--- config.mk ---
export PLATFORM = sky130hd
export DESIGN_NAME = fifo4x16
export DESIGN_NICKNAME = d
export VERILOG_FILES = /design/src/rtl/fifo4x16.sv
export SDC_FILE = /design/constraint.sdc
export NUM_CORES = 1
export LEC_CHECK = 0
export CAP_MARGIN = 5
export CORE_MARGIN = 5
export CORE_UTILIZATION = 45
export DETAILED_ROUTE_END_ITERATION = 6
export MAX_ROUTING_LAYER = met4
export PLACE_DENSITY = 0.67
export SYNTH_ARGS = -nofsm -noshare
export SYNTH_HDL_FRONTEND = slang
export SYNTH_SLANG_ARGS = --single-unit
--- constraint.sdc ---
create_clock -name clk -period 3.7 [get_ports clk]
set_input_delay 0.925 -clock clk [delete_from_list [all_inputs] [get_ports clk]]
set_output_delay 0.925 -clock clk [all_outputs]
set_load 0.005 [all_outputs]
--- src/rtl/fifo4x16.sv ---
// fifo4x16: 4-entry, 16-bit synchronous show-ahead FIFO.
// Storage is four 16-bit registers; the head word is selected by a
// Mux4Way16 steered by the 2-bit read pointer.
// Optional build macro: FIFO4X16_ERR_FLAGS_EN adds sticky overflow and
// underflow outputs.

// Mux4Way16: 4-to-1 selector of 16-bit words.
module mux4way16 (
  input  logic [15:0] a,
  input  logic [15:0] b,
  input  logic [15:0] c,
  input  logic [15:0] d,
  input  logic [1:0]  sel,
  output logic [15:0] out
);

  // Select one of the four words by sel.
  always_comb begin
    unique case (sel)
      2'd0:    out = a;
      2'd1:    out = b;
      2'd2:    out = c;
      default: out = d;
    endcase
  end

endmodule

module fifo4x16 (
  input  logic        clk,
  input  logic        reset,
  input  logic [15:0] in_data,
  input  logic        push,
  input  logic        pop,
  output logic [15:0] out_data,
  output logic        empty,
  output logic        full,
  output logic [2:0]  count
`ifdef FIFO4X16_ERR_FLAGS_EN
  ,
  output logic        overflow,
  output logic        underflow
`endif
);

  localparam int WIDTH = 16;
  localparam int DEPTH = 4;

  logic [WIDTH-1:0] mem_q [DEPTH];
  logic [1:0]       wr_ptr_q, wr_ptr_d;
  logic [1:0]       rd_ptr_q, rd_ptr_d;
  logic [2:0]       count_q, count_d;
  logic             do_push, do_pop;
  logic [WIDTH-1:0] head_word;

  // Flags come straight from the registered count, so they only change
  // after a clock edge.
  assign empty = (count_q == 3'd0);
  assign full  = (count_q == 3'(DEPTH));
  assign count = count_q;

  // A pop is accepted whenever there is data. A push is accepted when there
  // is room, or when full and a pop frees the head slot in the same cycle.
  // On empty, push+pop accepts only the push.
  assign do_pop  = pop && !empty;
  assign do_push = push && (!full || pop);

  // Next-state for pointers and occupancy.
  always_comb begin
    // NOTE: every always_comb output gets a default first so no path can
    // leave it unassigned and infer a latch.
    wr_ptr_d = wr_ptr_q;
    rd_ptr_d = rd_ptr_q;
    count_d  = count_q;
    if (do_push) wr_ptr_d = wr_ptr_q + 2'd1;
    if (do_pop)  rd_ptr_d = rd_ptr_q + 2'd1;
    unique case ({do_push, do_pop})
      2'b10:   count_d = count_q + 3'd1;
      2'b01:   count_d = count_q - 3'd1;
      default: count_d = count_q;
    endcase
  end

  // Pointer, occupancy and storage registers with synchronous reset.
  always_ff @(posedge clk) begin
    // NOTE: sequential state uses non-blocking assignments so every register
    // samples pre-edge values regardless of statement order.
    if (reset) begin
      wr_ptr_q <= '0;
      rd_ptr_q <= '0;
      count_q  <= '0;
      // NOTE: the storage is cleared on reset on purpose, so stale words can
      // never reappear; this makes it flops rather than a RAM macro.
      for (int i = 0; i < DEPTH; i++) mem_q[i] <= '0;
    end else begin
      wr_ptr_q <= wr_ptr_d;
      rd_ptr_q <= rd_ptr_d;
      count_q  <= count_d;
      if (do_push) mem_q[wr_ptr_q] <= in_data;
    end
  end

  mux4way16 u_read_mux (
    .a   (mem_q[0]),
    .b   (mem_q[1]),
    .c   (mem_q[2]),
    .d   (mem_q[3]),
    .sel (rd_ptr_q),
    .out (head_word)
  );

  // Show-ahead head word, forced to zero while the FIFO is empty.
  assign out_data = empty ? '0 : head_word;

`ifdef FIFO4X16_ERR_FLAGS_EN
  logic overflow_q, underflow_q;

  // Sticky error flags; a combined push+pop never counts as an error.
  always_ff @(posedge clk) begin
    if (reset) begin
      overflow_q  <= 1'b0;
      underflow_q <= 1'b0;
    end else begin
      if (push && full && !pop)  overflow_q  <= 1'b1;
      if (pop && empty && !push) underflow_q <= 1'b1;
    end
  end

  assign overflow  = overflow_q;
  assign underflow = underflow_q;
`endif

endmodule

==> run metrics <==
max incr delay on CP=0.61 ns; Initial Util=0.466; Total Nets Final=322; hold path depth=2; hold_buf cts=0; Post-CTS Setup Inserts=0; Post-synth EDFFs=64; unrepaired setup endpoints after global routing=no; Buf+Inv Stages, Crit Path=1; startpoint types=register; share of the synthesized area in the top cell type=0.600; final setup violation count=0; DRC viols=0; Max Buffers Root-to-Sink=2; initial antenna violation count=0; unique cell type count in the Yosys netlist=29; clk slew on worst S/H paths=0.07 ns; Hold Crit Start=rd_ptr_q[1]$_SDFFE_PP0P_; antenna violation net count after detailed routing=0; routed via count=2,049; final hold viol count=0; R2R setup slack=1.26 ns; crit path time final=3.32 ns; P per Cell Area=580 nW/um^2; Tightest Pin Transition=1.02 ns; Root Driver=clkbuf_8; H-tree depth=3; share of post-route cells with drive strength above 1=0.100; ant diodes=0; dpl hpwl=4350 um; fin. max-slew vios=0; Via density=5.19; Worst-Skew Late Latency=0.34 ns; Layout Utilization=0.572; first-pass GRT wire length=11,200 um; area delta synth->final=22.7%; CTS tree=built; clock skew=0.00724 ns; ys async rst share=0; Iter 0 DRT Violations=120; crit path max-delay cell type=or3_1; ratio of final minimum period to clock period=0.898; die area=8900 um^2; syn_nets=275; synthesis-stage register bit count=71; Die Ht=94.4 um; post-synthesis cell area=3200 um^2; TritonRoute pass-1 iters=4; average wire per standard cell=17.2 um; IO Port Bufs=40; Post-Syn Instances=249; WHS Endpoint=rd_ptr_q[1]$_SDFFE_PP0P_; Leakage=1.43 nW; Min-Delay Path Class=reg2reg; commonest non-fill, non-tap cells in the layout=and2_1 (64), edfxtp_1 (64), clkdlybuf4s50_1 (40); max_cap viols=0; vias in the first global route=2,183; cts bufs inserted=9; number of top-level pins=41; critical-path cell list=or3_1 > o21ai_0 > a21oi_1 > clkdlybuf4s50_1; Worst Path Arrival=2.40 ns; Syn Area/Cell=12.9 um^2; Critical Path Fanout Max=18; top cells by area, synth=edfxtp_1 (60%), and2_1 (13%), a222oi_1 (5.0%); clk sinks=71; Crit path max-delay family=simple AND/OR/NAND/NOR gates; reg2reg end=count[2]$_SDFFE_PP0P_; post-CTS sizing=0; pin count of the biggest net entering global routing=19; RR Startpoint=count[0]$_SDFFE_PP0P_; Slew headroom=0.316; Yosys top cell by area=edfxtp_1; grt ovf=0; Crit path required time=2.77 ns; CORE AREA=6870 um^2; Syn. warnings=0; routability congestion estimate=0.733; critical path class=reg2out; endpoint type of the worst setup path=output pin; Detailed Route WL=6780 um; Critical path origin=count[0]$_SDFFE_PP0P_; status=finished, final reports clean; maximum clock rate=0.301 GHz; Primary FF master, synth=edfxtp_1; Die Wd=94.4 um; std cell rows=30; peak supply drop=0.000366 V; Reg2Reg Depth=8; final setup TNS=0 ns; register area share after synthesis=0.644; gr usage total=0.175
## worst max-delay path by stage
stage                                endpoint  slack (ns)  cells past startpoint
floorplan           mem_q[2][0]$_SDFFCE_PN0P_        0.92                      3
global placement        count[2]$_SDFFE_PP0P_        0.34                      9
detailed placement      count[2]$_SDFFE_PP0P_        0.29                      9
CTS                               out_data[2]        0.34                      5
global route                      out_data[5]        0.21                      5
finish                            out_data[4]        0.38                      4
## routing by layer
metal | global-route usage | vias to the layer above | part of all wire
li1 | - | 1014 | -
met1 | 0.212 | 996 | 0.42
met2 | 0.288 | 35 | 0.54
met3 | 0.0343 | 4 | 0.035
met4 | 0.0722 | 0 | 0.0056
met5 | - | - | 0
## flip-flops by register name, summed over array words and instances, names as in the netlist
signal	flops
mem_q	64
wr_ptr_q	2
rd_ptr_q	2
count	3
## cells by family (layout without fill, tap and decap cells)
group           Yosys count  after routing  synth area share
buf+inv                  25             75            0.0293
simple gates             86             86             0.172
compound gates           57             57             0.117
xor+xnor                  3              3           0.00820
flops                    71             71             0.644
mux                       1              1           0.00352
fa+ha+maj                 6              6            0.0258
## cell type report
class	instances	area, um^2
clock buffer	9	124
fill	547	2940
clock inverter	5	51.3
multi-input combinational	153	1050
timing repair buffer	51	483
sequential	71	2060
tap	96	120
inverter	10	37.5
## report_power, final
part	switching (mW)	leakage, nW	total, mW	internal [mW]
clock network	0.265	0.0884	0.564	0.299
logic	0.366	0.618	0.707	0.341
registers	0.0471	0.724	1.01	0.961
## cell usage after synthesis (all sizes together), types with 2 or more instances
library cell,number
edfxtp,64
a222oi,16
buf,2
inv,10
ha,5
a21oi,19
or3,2
nor4,2
clkbuf,13
o21ai,18
nor4b,2
and2,64
nor2,6
nand2b,2
o31ai,2
xor2,2
dfxtp,7
nand2,3
## worst min-delay path: cells and delay by family, from the launching register on
kind            cells  cell delay (ns)
compound gates      1             0.06
flops               1             0.35
simple gates        1             0.07
## metrics by stage
| step | setup WS, ns | cells | hold WS (ns) | total power, mW | instance area (um^2) |
|---|---|---|---|---|---|
| after detailed placement | 0.293 | 381 | 0.507 | 1.74 | 3750 |
| after floorplan | 0.920 | 249 | 0.469 | 1.39 | 3200 |
| after global routing | 0.208 | 395 | 0.538 | 2.42 | 3930 |
| final | 0.378 | 395 | 0.523 | 2.28 | 3930 |
| after CTS | 0.337 | 395 | 0.520 | 2.31 | 3930 |
| after global placement | 0.338 | 381 | 0.495 | 1.73 | 3750 |
(Power assumes the default switching activity.)
